<file path="src/rtl/munoc_bresp_merger_pkg.sv">
// Shared definitions for the NoC write-response merger: AXI B-channel
// response encodings and the merge-priority helpers.
package munoc_bresp_merger_pkg;

  typedef enum logic [1:0] {
    RESP_OKAY   = 2'd0,
    RESP_EXOKAY = 2'd1,
    RESP_SLVERR = 2'd2,
    RESP_DECERR = 2'd3
  } resp_e;

  function automatic logic resp_is_err(input resp_e r);
    return (r == RESP_SLVERR) || (r == RESP_DECERR);
  endfunction

  // An error already folded in wins; otherwise the newest response replaces
  // the running value, so a later OKAY overrides an earlier EXOKAY.
  function automatic resp_e merge_resp(input resp_e acc, input resp_e cur);
    return resp_is_err(acc) ? acc : cur;
  endfunction

endpackage

</file>
<file path="src/rtl/munoc_bresp_merger_fifo.sv">
// Small synchronous FIFO holding per-transaction routing contexts.
// The head entry is presented combinationally on rdata.
module munoc_bresp_merger_fifo #(
  parameter int BW_DATA = 20,
  parameter int DEPTH   = 4
) (
  input  logic               clk,
  input  logic               rst,
  input  logic               push,
  input  logic               pop,
  input  logic [BW_DATA-1:0] wdata,
  output logic [BW_DATA-1:0] rdata,
  output logic               empty,
  output logic               full
);

  localparam int BW_PTR = (DEPTH > 1) ? $clog2(DEPTH) : 1;
  localparam int BW_CNT = $clog2(DEPTH + 1);

  logic [BW_DATA-1:0] mem_r [DEPTH];
  logic [BW_PTR-1:0]  wptr_r;
  logic [BW_PTR-1:0]  rptr_r;
  logic [BW_CNT-1:0]  count_r;
  logic               empty_s;
  logic               full_s;
  logic               wr_en_s;
  logic               rd_en_s;

  function automatic logic [BW_PTR-1:0] ptr_inc(input logic [BW_PTR-1:0] p);
    return (p == BW_PTR'(DEPTH - 1)) ? {BW_PTR{1'b0}} : p + {{(BW_PTR-1){1'b0}}, 1'b1};
  endfunction

  assign empty_s = (count_r == {BW_CNT{1'b0}});
  assign full_s  = (count_r == BW_CNT'(DEPTH));
  assign rd_en_s = pop && !empty_s;
  // A push into a full FIFO is legal when the head leaves in the same cycle.
  assign wr_en_s = push && (!full_s || rd_en_s);

  assign rdata = mem_r[rptr_r];
  assign empty = empty_s;
  assign full  = full_s;

  // Pointer and occupancy bookkeeping.
  always_ff @(posedge clk) begin
    if (rst) begin
      wptr_r  <= {BW_PTR{1'b0}};
      rptr_r  <= {BW_PTR{1'b0}};
      count_r <= {BW_CNT{1'b0}};
    end else begin
      if (wr_en_s) wptr_r <= ptr_inc(wptr_r);
      if (rd_en_s) rptr_r <= ptr_inc(rptr_r);
      case ({wr_en_s, rd_en_s})
        2'b10:   count_r <= count_r + {{(BW_CNT-1){1'b0}}, 1'b1};
        2'b01:   count_r <= count_r - {{(BW_CNT-1){1'b0}}, 1'b1};
        default: count_r <= count_r;
      endcase
    end
  end

  // Context storage.
  always_ff @(posedge clk) begin
    if (wr_en_s) mem_r[wptr_r] <= wdata;
  end

endmodule

</file>
<file path="src/rtl/munoc_bresp_merger.sv">
// Folds the N sub-responses of a split write into one B response per context.
// Optional feature: MUNOC_BRESP_MERGE_ERRCNT_EN enables the saturating err_count.
module munoc_bresp_merger
  import munoc_bresp_merger_pkg::*;
#(
  parameter int BW_NODE_ID = 4,
  parameter int BW_TID     = 8,
  parameter int BW_CNT     = 8,
  parameter int CTX_DEPTH  = 4,
  parameter int CTX_ID_SRC = 1
) (
  input  logic                                 clk,
  input  logic                                 rst,
  input  logic                                 ctx_valid,
  output logic                                 ctx_ready,
  input  logic [BW_NODE_ID+BW_TID+BW_CNT-1:0]  ctx_data,
  input  logic                                 s_bvalid,
  output logic                                 s_bready,
  input  logic [BW_NODE_ID+BW_TID-1:0]         s_bid,
  input  logic [1:0]                           s_bresp,
  output logic                                 m_bvalid,
  input  logic                                 m_bready,
  output logic [BW_NODE_ID+BW_TID+2-1:0]       m_bdata,
  output logic [15:0]                          err_count,
  input  logic                                 err_clear
);

  localparam int BW_ID  = BW_NODE_ID + BW_TID;
  localparam int BW_CTX = BW_ID + BW_CNT;
  localparam int BW_MB  = BW_ID + 2;

  logic [BW_CTX-1:0] ctx_head_s;
  logic              fifo_empty_s;
  logic              fifo_full_s;
  logic [BW_ID-1:0]  head_id_s;
  logic [BW_CNT-1:0] head_nm1_s;
  logic              is_final_s;
  logic              s_bready_s;
  logic              s_accept_s;
  logic              pop_s;
  logic              push_s;
  resp_e             merged_s;
  logic [BW_ID-1:0]  out_id_s;

  logic [BW_CNT-1:0] sub_cnt_r;
  resp_e             acc_resp_r;
  logic              m_bvalid_r;
  logic [BW_MB-1:0]  m_bdata_r;

  assign head_id_s  = ctx_head_s[BW_CTX-1:BW_CNT];
  assign head_nm1_s = ctx_head_s[BW_CNT-1:0];
  assign is_final_s = (sub_cnt_r == head_nm1_s);

  // Non-final beats never touch the output slot, so only a final one stalls.
  assign s_bready_s = !fifo_empty_s && (!is_final_s || !m_bvalid_r || m_bready);
  assign s_accept_s = s_bvalid && s_bready_s;
  assign pop_s      = s_accept_s && is_final_s;
  assign ctx_ready  = !fifo_full_s || pop_s;
  assign push_s     = ctx_valid && ctx_ready;
  assign merged_s   = merge_resp(acc_resp_r, resp_e'(s_bresp));

  munoc_bresp_merger_fifo #(
    .BW_DATA (BW_CTX),
    .DEPTH   (CTX_DEPTH)
  ) u_ctx_fifo (
    .clk   (clk),
    .rst   (rst),
    .push  (push_s),
    .pop   (pop_s),
    .wdata (ctx_data),
    .rdata (ctx_head_s),
    .empty (fifo_empty_s),
    .full  (fifo_full_s)
  );

  // Output ID source selection.
  always_comb begin
    out_id_s = head_id_s;
    if (CTX_ID_SRC != 0) begin
      out_id_s = head_id_s;
    end else begin
      out_id_s = s_bid;
    end
  end

  // Sub-response counter and running merged response of the head transaction.
  always_ff @(posedge clk) begin
    if (rst) begin
      sub_cnt_r  <= {BW_CNT{1'b0}};
      acc_resp_r <= RESP_OKAY;
    end else if (s_accept_s) begin
      if (is_final_s) begin
        sub_cnt_r  <= {BW_CNT{1'b0}};
        acc_resp_r <= RESP_OKAY;
      end else begin
        sub_cnt_r  <= sub_cnt_r + {{(BW_CNT-1){1'b0}}, 1'b1};
        acc_resp_r <= merged_s;
      end
    end
  end

  // Merged-response output slot; a load may coincide with a drain.
  always_ff @(posedge clk) begin
    if (rst) begin
      m_bvalid_r <= 1'b0;
      m_bdata_r  <= {BW_MB{1'b0}};
    end else if (pop_s) begin
      m_bvalid_r <= 1'b1;
      m_bdata_r  <= {out_id_s, merged_s};
    end else if (m_bready) begin
      m_bvalid_r <= 1'b0;
    end
  end

  assign s_bready = s_bready_s;
  assign m_bvalid = m_bvalid_r;
  assign m_bdata  = m_bdata_r;

`ifdef MUNOC_BRESP_MERGE_ERRCNT_EN
  logic [15:0] err_count_r;

  // Saturating count of error responses delivered to the network.
  always_ff @(posedge clk) begin
    if (rst) begin
      err_count_r <= 16'h0000;
    end else if (err_clear) begin
      err_count_r <= 16'h0000;
    end else if (m_bvalid_r && m_bready && resp_is_err(resp_e'(m_bdata_r[1:0]))
                 && (err_count_r != 16'hFFFF)) begin
      err_count_r <= err_count_r + 16'h0001;
    end
  end

  assign err_count = err_count_r;
`else
  logic err_clear_unused_s;

  assign err_clear_unused_s = err_clear;
  assign err_count          = 16'h0000;
`endif

endmodule

</file>
<file path="config.mk">
export PLATFORM = sky130hd
export DESIGN_NAME = munoc_bresp_merger
export DESIGN_NICKNAME = d
export VERILOG_FILES = /design/src/rtl/munoc_bresp_merger_pkg.sv /design/src/rtl/munoc_bresp_merger_fifo.sv /design/src/rtl/munoc_bresp_merger.sv
export SDC_FILE = /design/constraint.sdc
export NUM_CORES = 1
export LEC_CHECK = 0
export CAP_MARGIN = 20
export CORE_UTILIZATION = 60
export CTS_BUF_LIST = sky130_fd_sc_hd__clkbuf_8
export CTS_CLUSTER_SIZE = 20
export DETAILED_ROUTE_END_ITERATION = 8
export GPL_TIMING_DRIVEN = 0
export PLACE_DENSITY = 0.87
export SETUP_SLACK_MARGIN = 0.2
export SKIP_CTS_REPAIR_TIMING = 1
export SYNTH_ARGS = -nofsm -noshare
export SYNTH_HDL_FRONTEND = slang
export SYNTH_SLANG_ARGS = --single-unit
</file>
<file path="constraint.sdc">
create_clock -name clk -period 4.75 [get_ports clk]
set_input_delay 0.95 -clock clk [delete_from_list [all_inputs] [get_ports clk]]
set_output_delay 0.95 -clock clk [all_outputs]
set_load 0.005 [all_outputs]
</file>
==> results.toml, run 1 <==
[outcome]
status = "finished clean"

[yosys]
syn_inst = 312
synth_cell_types = 45
ys.flop_type = "edfxtp_1"
async_flop_share_pct = 0
netlist_area_mm2 = 0.00482
synth_edf_count = 80
ys_ff_latch = 114
yosysSeqAreaShare_pct = 64.0
syn_area_per_cell_um2 = 15.5
synth_warnings = 0

[worst_hold_path]
hold-path-endpoint = "acc_resp_r[0]"
holdPathStages = 2
worstHoldPathType = "flip-flop to flip-flop"
hp-start = "acc_resp_r[0]"

[cells_and_area]
fillers = 464
instances_no_fill = 504
antenna_cells = 0
multiInputGateArea_mm2 = 0.00157
num-nets-final = 437
final_cell_mix = "edfxtp_1, clkdlybuf4s50_1, dfxtp_1, nor2_1"
ff_latch_area_mm2 = 0.00308
syn2layout_area_growth_pct = 21.7
final_common_cell = "edfxtp_1"
drive_above_1_share_pct = 18.7

[drt]
vias = 2840
wl_per_cell_um = 18.1
drtIter0Drc = 217
wirelength_mm = 9.13
drt-pass1-iter-count = 5
drtAntennaViolNets = 0
vias_per_cell = 5.63
drc = 0

[setup_path]
r2r_setup_slack_ns = 1.03
rr_worst_depth = 12
worstReg2RegEnd = "u_ctx_fifo.count_r[2]"
slowest_delay_ns = 0.69
cp_cell_sequence = "buf_2 > mux2i_1 > xor2_1 > nand3_1 > a2111oi_2 > or2_2 > clkdlybuf4s50_1"
path_buf_inv = 2
arrival_ns = 3.34
slowest_stage = "a2111oi_2"
setup.worst_path.start_class = "flip-flop"
endpoint_kind = "output port"
cp_max_fo = 10
critPathTopFamily = "buffers and inverters"
crit_type = "flip-flop to output port"
cp_data_required_time_ns = 3.80

[timing]
slew_headroom_pct = 29.3
period_share_pct = 90.4
period_needed_ns = 4.29
hold_viol_final = 0
slew_viol_final = 0
setup_tns_ns = 0
timing.fmax_mhz = 233
worst_pin_slew_ns = 1.06
rsz0062_at_grt = "false"
fin_worst_hold_slack_ns = 0.475
layout_setup_ws_ns = 0.456
skew_ns = 0.00569
setup_viol = 0

[cts]
root_buffer = "clkbuf_8"
insertion_delay_ns = 0.41
cts.clk_slew.worst_paths_ns = 0.06
cts_max_level = 4
cts_tree = "built"
cts_inserted_buffers = 17
cts_max_path_buffers = 2
cts_sinks = 114

[floorplan]
dieArea_mm2 = 0.00840
die_w_um = 91.6
io_pins = 73
rows = 32
start_util_pct = 62.1
die_h_um = 91.6
design.core.area_mm2 = 0.00777

[placement]
dpl_worst_slack_ns = 0.756
dp_hpwl_mm = 5.79
dpl.cell_count = 472
gp_congestion = 0.851
numPortBuffers = 43

[grt]
grt_max_degree = 21
gr-total-overflow = 0
grt_first_pass_wirelength_mm = 14.5
groute.usage.overall_pct = 23.7
grt_pass1_vias = 2912
antenna_found_initial = 0

[pwr]
leakage_nw = 2.00
power_mw = 2.21
powerDensity_mw_per_mm2 = 377
ir_drop_uv = 230

[run]
drv_cap = 0
-- how the worst max path moves through the flow --
| stage | to | slack [ns] | cells past startpoint |
|---|---|---|---|
| final | ctx_ready | 0.46 | 7 |
| after global routing | s_bready | 0.29 | 8 |
| after CTS | ctx_ready | 0.43 | 7 |
| after detailed placement | ctx_ready | 0.76 | 6 |
| after global placement | ctx_ready | 0.81 | 6 |
| after floorplan | u_ctx_fifo.count_r[2] | 1.56 | 12 |
-- Yosys cell counts (2+ instances only) --
| master | count | share of area, % |
|---|---|---|
| and3_1 | 2 | 0.26 |
| xor2_1 | 4 | 0.73 |
| ha_1 | 7 | 1.8 |
| or3_1 | 5 | 0.65 |
| nand3b_1 | 2 | 0.31 |
| edfxtp_1 | 80 | 50 |
| o41ai_1 | 2 | 0.36 |
| nor2_1 | 23 | 1.8 |
| buf_4 | 17 | 2.6 |
| o211ai_1 | 2 | 0.31 |
| nand3_1 | 10 | 1.0 |
| dfxtp_1 | 34 | 14 |
| mux4_2 | 13 | 6.1 |
| nor3_1 | 5 | 0.52 |
| o21ai_0 | 4 | 0.42 |
| o31ai_1 | 5 | 0.78 |
| nand2_1 | 8 | 0.62 |
| mux4_1 | 5 | 2.7 |
| or4_1 | 4 | 0.62 |
| xnor2_2 | 3 | 1.0 |
| inv_1 | 7 | 0.55 |
| xnor2_1 | 5 | 0.91 |
| o2111ai_1 | 2 | 0.36 |
| a2111oi_4 | 2 | 1.1 |
| mux2i_1 | 19 | 3.9 |
| buf_6 | 2 | 0.47 |
| clkbuf_1 | 3 | 0.23 |
| and2_1 | 6 | 0.78 |
| buf_2 | 3 | 0.31 |
| a21oi_1 | 13 | 1.3 |
-- per-stage QoR --
stage,area (µm²),util [%]
after floorplan,4880,-
after global placement,5440,70.0
after detailed placement,5440,70.0
after CTS,5870,75.5
after global routing,5870,75.5
final,5870,75.5
-- worst min-delay path, stage by stage (launching register included) --
cell and delay, ns:
dfxtp_1 0.31, o31ai_1 0.06, a21oi_1 0.06
-- metal layers --
metal  GRT usage (%)  wire, µm
met1            29.6      3640
met4            8.20        68
met3            6.88       593
met2            39.8      4830
met5               0         0
-- sequential cells by signal (all words and copies together) (netlist names), named ones only --
signal and flops:
m_bdata 14, u_ctx_fifo.wptr_r 2, u_ctx_fifo.rptr_r 2, m_bvalid 1, acc_resp_r 2, u_ctx_fifo.count_r 3
u_ctx_fifo.mem_r 80, sub_cnt_r 8
-- power by group --
part	switching [mW]	leakage, nW	internal [mW]
Sequential	0.0128	1.01	1.10
Combinational	0.0773	0.761	0.0647
Clock	0.365	0.227	0.591
Total	0.455	2.00	1.76
-- cell type report --
class / instances / area share [%]
Buffer: 26 / 3.35
Clock buffer: 19 / 4.46
Clock inverter: 13 / 2.88
Inverter: 7 / 0.448
Multi-Input combinational cell: 180 / 26.8
Sequential cell: 114 / 52.6
Tap cell: 102 / 2.18
Timing Repair Buffer: 43 / 7.34
-- cells by family (layout without fill, tap and decap cells) --
| logic type | count (synthesis) | in the layout | share of synthesized area [%] |
|---|---|---|---|
| flops | 114 | 114 | 64.0 |
| fa+ha+maj | 8 | 8 | 2.23 |
| mux | 38 | 38 | 13.0 |
| simple gates | 72 | 72 | 7.86 |
| other cells | 1 | 16 | 0.0778 |
| buf+inv | 33 | 108 | 4.62 |
| xor+xnor | 12 | 12 | 2.65 |
| compound gates | 34 | 34 | 5.63 |
Note: power is estimated with default switching activity, not from simulation.
==> run 2: changes to the inputs <==
CORE_ASPECT_RATIO = 1.75   (was not set)
CTS_BUF_LIST = sky130_fd_sc_hd__clkbuf_4 sky130_fd_sc_hd__clkbuf_8   (was sky130_fd_sc_hd__clkbuf_8)
==> run 2 against run 1 <==
  * Clock skew grew 0.0055 ns
  * Global-route usage is 0.35 points lower
  * Utilization grew 0.64 points
  * Hold slack lost 0.0054 ns
  * Maximum frequency up 2.6%
  * Clock power decreased by 3.2%
  * Non-clock buffer count grew 1
  * Die area increased by 0.17%
  * Worst setup slack better by 0.11 ns
  * Clock-buffer cell count is 1 lower
  * Wire length shrank 2.0%
  * Register-to-register slack improved by 0.10 ns
  * Critical endpoint is now s_bready
  * Largest cell class unchanged
  * Largest power group unchanged
  * Highest routed layer unchanged
==> results.toml, run 2 (synthesized netlist as in run 1, its figures left out) <==
[grt]
met2_usage_pct = 42.2
met1_usage_pct = 23.5
grt_max_degree = 21
busiest_layer = "met2"
grt_pass1_vias = 3018
grt_first_pass_wirelength_mm = 14.4
use_met3_pct = 8.33
groute.usage.overall_pct = 23.4
antenna_found_initial = 0
gr-total-overflow = 0

[floorplan]
design.core.area_mm2 = 0.00767
io_pins = 73
dieArea_mm2 = 0.00841
rows = 42
start_util_pct = 62.8
die_w_um = 69.8
die_h_um = 121

[cells_and_area]
largest_register_ffs = 80
antenna_cells = 0
num-nets-final = 438
drive_above_1_share_pct = 18.4
final_common_cell = "edfxtp_1"
largest-register = "u_ctx_fifo.mem_r"
fillers = 463
syn2layout_area_growth_pct = 21.2
final_cell_mix = "edfxtp_1, clkdlybuf4s50_1, dfxtp_1, nor2_1, mux2i_1"
multiInputGateArea_mm2 = 0.00157
ff_latch_area_mm2 = 0.00308

[timing]
setup_tns_ns = 0
period_needed_ns = 4.19
period_share_pct = 88.1
worst_pin_slew_ns = 1.07
hold_viol_final = 0
slew_headroom_pct = 28.6
layout_setup_ws_ns = 0.563
skew_ns = 0.0112
timing.fmax_mhz = 239
rsz0062_at_grt = "false"
setup_viol = 0
slew_viol_final = 0

[drt]
drtAntennaViolNets = 0
wl_per_cell_um = 18.2
drtIter0Drc = 183
drt-pass1-iter-count = 4
vias_per_cell = 5.75
wirelength_mm = 8.95
drc = 0
vias = 2825

[pwr]
ir_drop_uv = 360
powerDensity_mw_per_mm2 = 374
leakage_nw = 1.98
power_mw = 2.18

[placement]
dp_hpwl_mm = 5.94
numPortBuffers = 43
dpl_worst_slack_ns = 0.906
gp_congestion = 0.818

[cts]
cts_max_level = 4
cts.clk_slew.worst_paths_ns = 0.06
root_buffer = "clkbuf_8"
insertion_delay_ns = 0.42
cts_max_path_buffers = 2
cts_tree = "built"
cts_sinks = 114
cts_inserted_buffers = 17

[worst_hold_path]
worstHoldPathType = "flip-flop to flip-flop"

[setup_path]
cp_data_required_time_ns = 3.80
setup.worst_path.start_class = "flip-flop"
slowest_stage = "mux4_2"
crit_type = "flip-flop to output port"
cp_max_fo = 10
endpoint_kind = "output port"
cp_cell_sequence = "buf_6 > mux4_2 > xnor2_2 > nand4_4 > a2111oi_4 > buf_4 > nor2_1 > clkdlybuf4s50_1"
arrival_ns = 3.24
slowest_delay_ns = 0.54

[outcome]
status = "finished clean"

[run]
drv_cap = 0
-- run 2: cell count changes in the layout (fill, tap and decap cells not counted), sizes merged --
cell,previous run,this run
buf,23,24
clkbuf,22,21
inv,11,7
clkinv,3,9
clkinvlp,2,1
-- run 2: per-layer routing --
metal	routed length [µm]	up-vias
met4	147	0
met5	0	-
met2	5120	107
met1	3250	1384
li1	-	1320
met3	434	14
-- run 2: power breakdown --
part           switching, mW  internal, mW
clock                  0.360         0.565
combinational         0.0774        0.0663
sequential            0.0137          1.10
total                  0.452          1.73
-- run 2: worst max-delay path: cells and delay by family (launching register included) --
kind / cells / cell delay [ns]
buf+inv: 3 / 0.94
mux: 1 / 0.54
flops: 1 / 0.46
compound gates: 1 / 0.44
simple gates: 2 / 0.23
xor+xnor: 1 / 0.22
-- run 2: cell type report --
class	count	area share, %
multi-input combinational	180	26.9
tap	88	1.88
buffer	26	3.36
timing repair buffer	44	7.62
inverter	7	0.450
clock buffer	18	4.13
sequential	114	52.8
clock inverter	14	2.89
-- run 2: through the flow --
step	hold slack (ns)	utilization, %	cells	area (µm²)
floorplan	0.445	-	327	4880
global placement	0.454	70.6	458	5420
detailed placement	0.467	70.6	458	5420
CTS	0.476	76.0	490	5830
global route	0.514	76.2	491	5840
finish	0.470	76.2	491	5840
-- run 2: path summary, 6_finish.rpt --
path	cells after the start	slack, ns	to	startpoint
hold reg to reg	2	0.47	acc_resp_r[0]	acc_resp_r[0]
setup / recovery	8	0.56	s_bready	flip-flop
setup reg to reg	12	1.13	u_ctx_fifo.count_r[2]	flip-flop
hold / removal	2	0.47	acc_resp_r[0]	acc_resp_r[0]
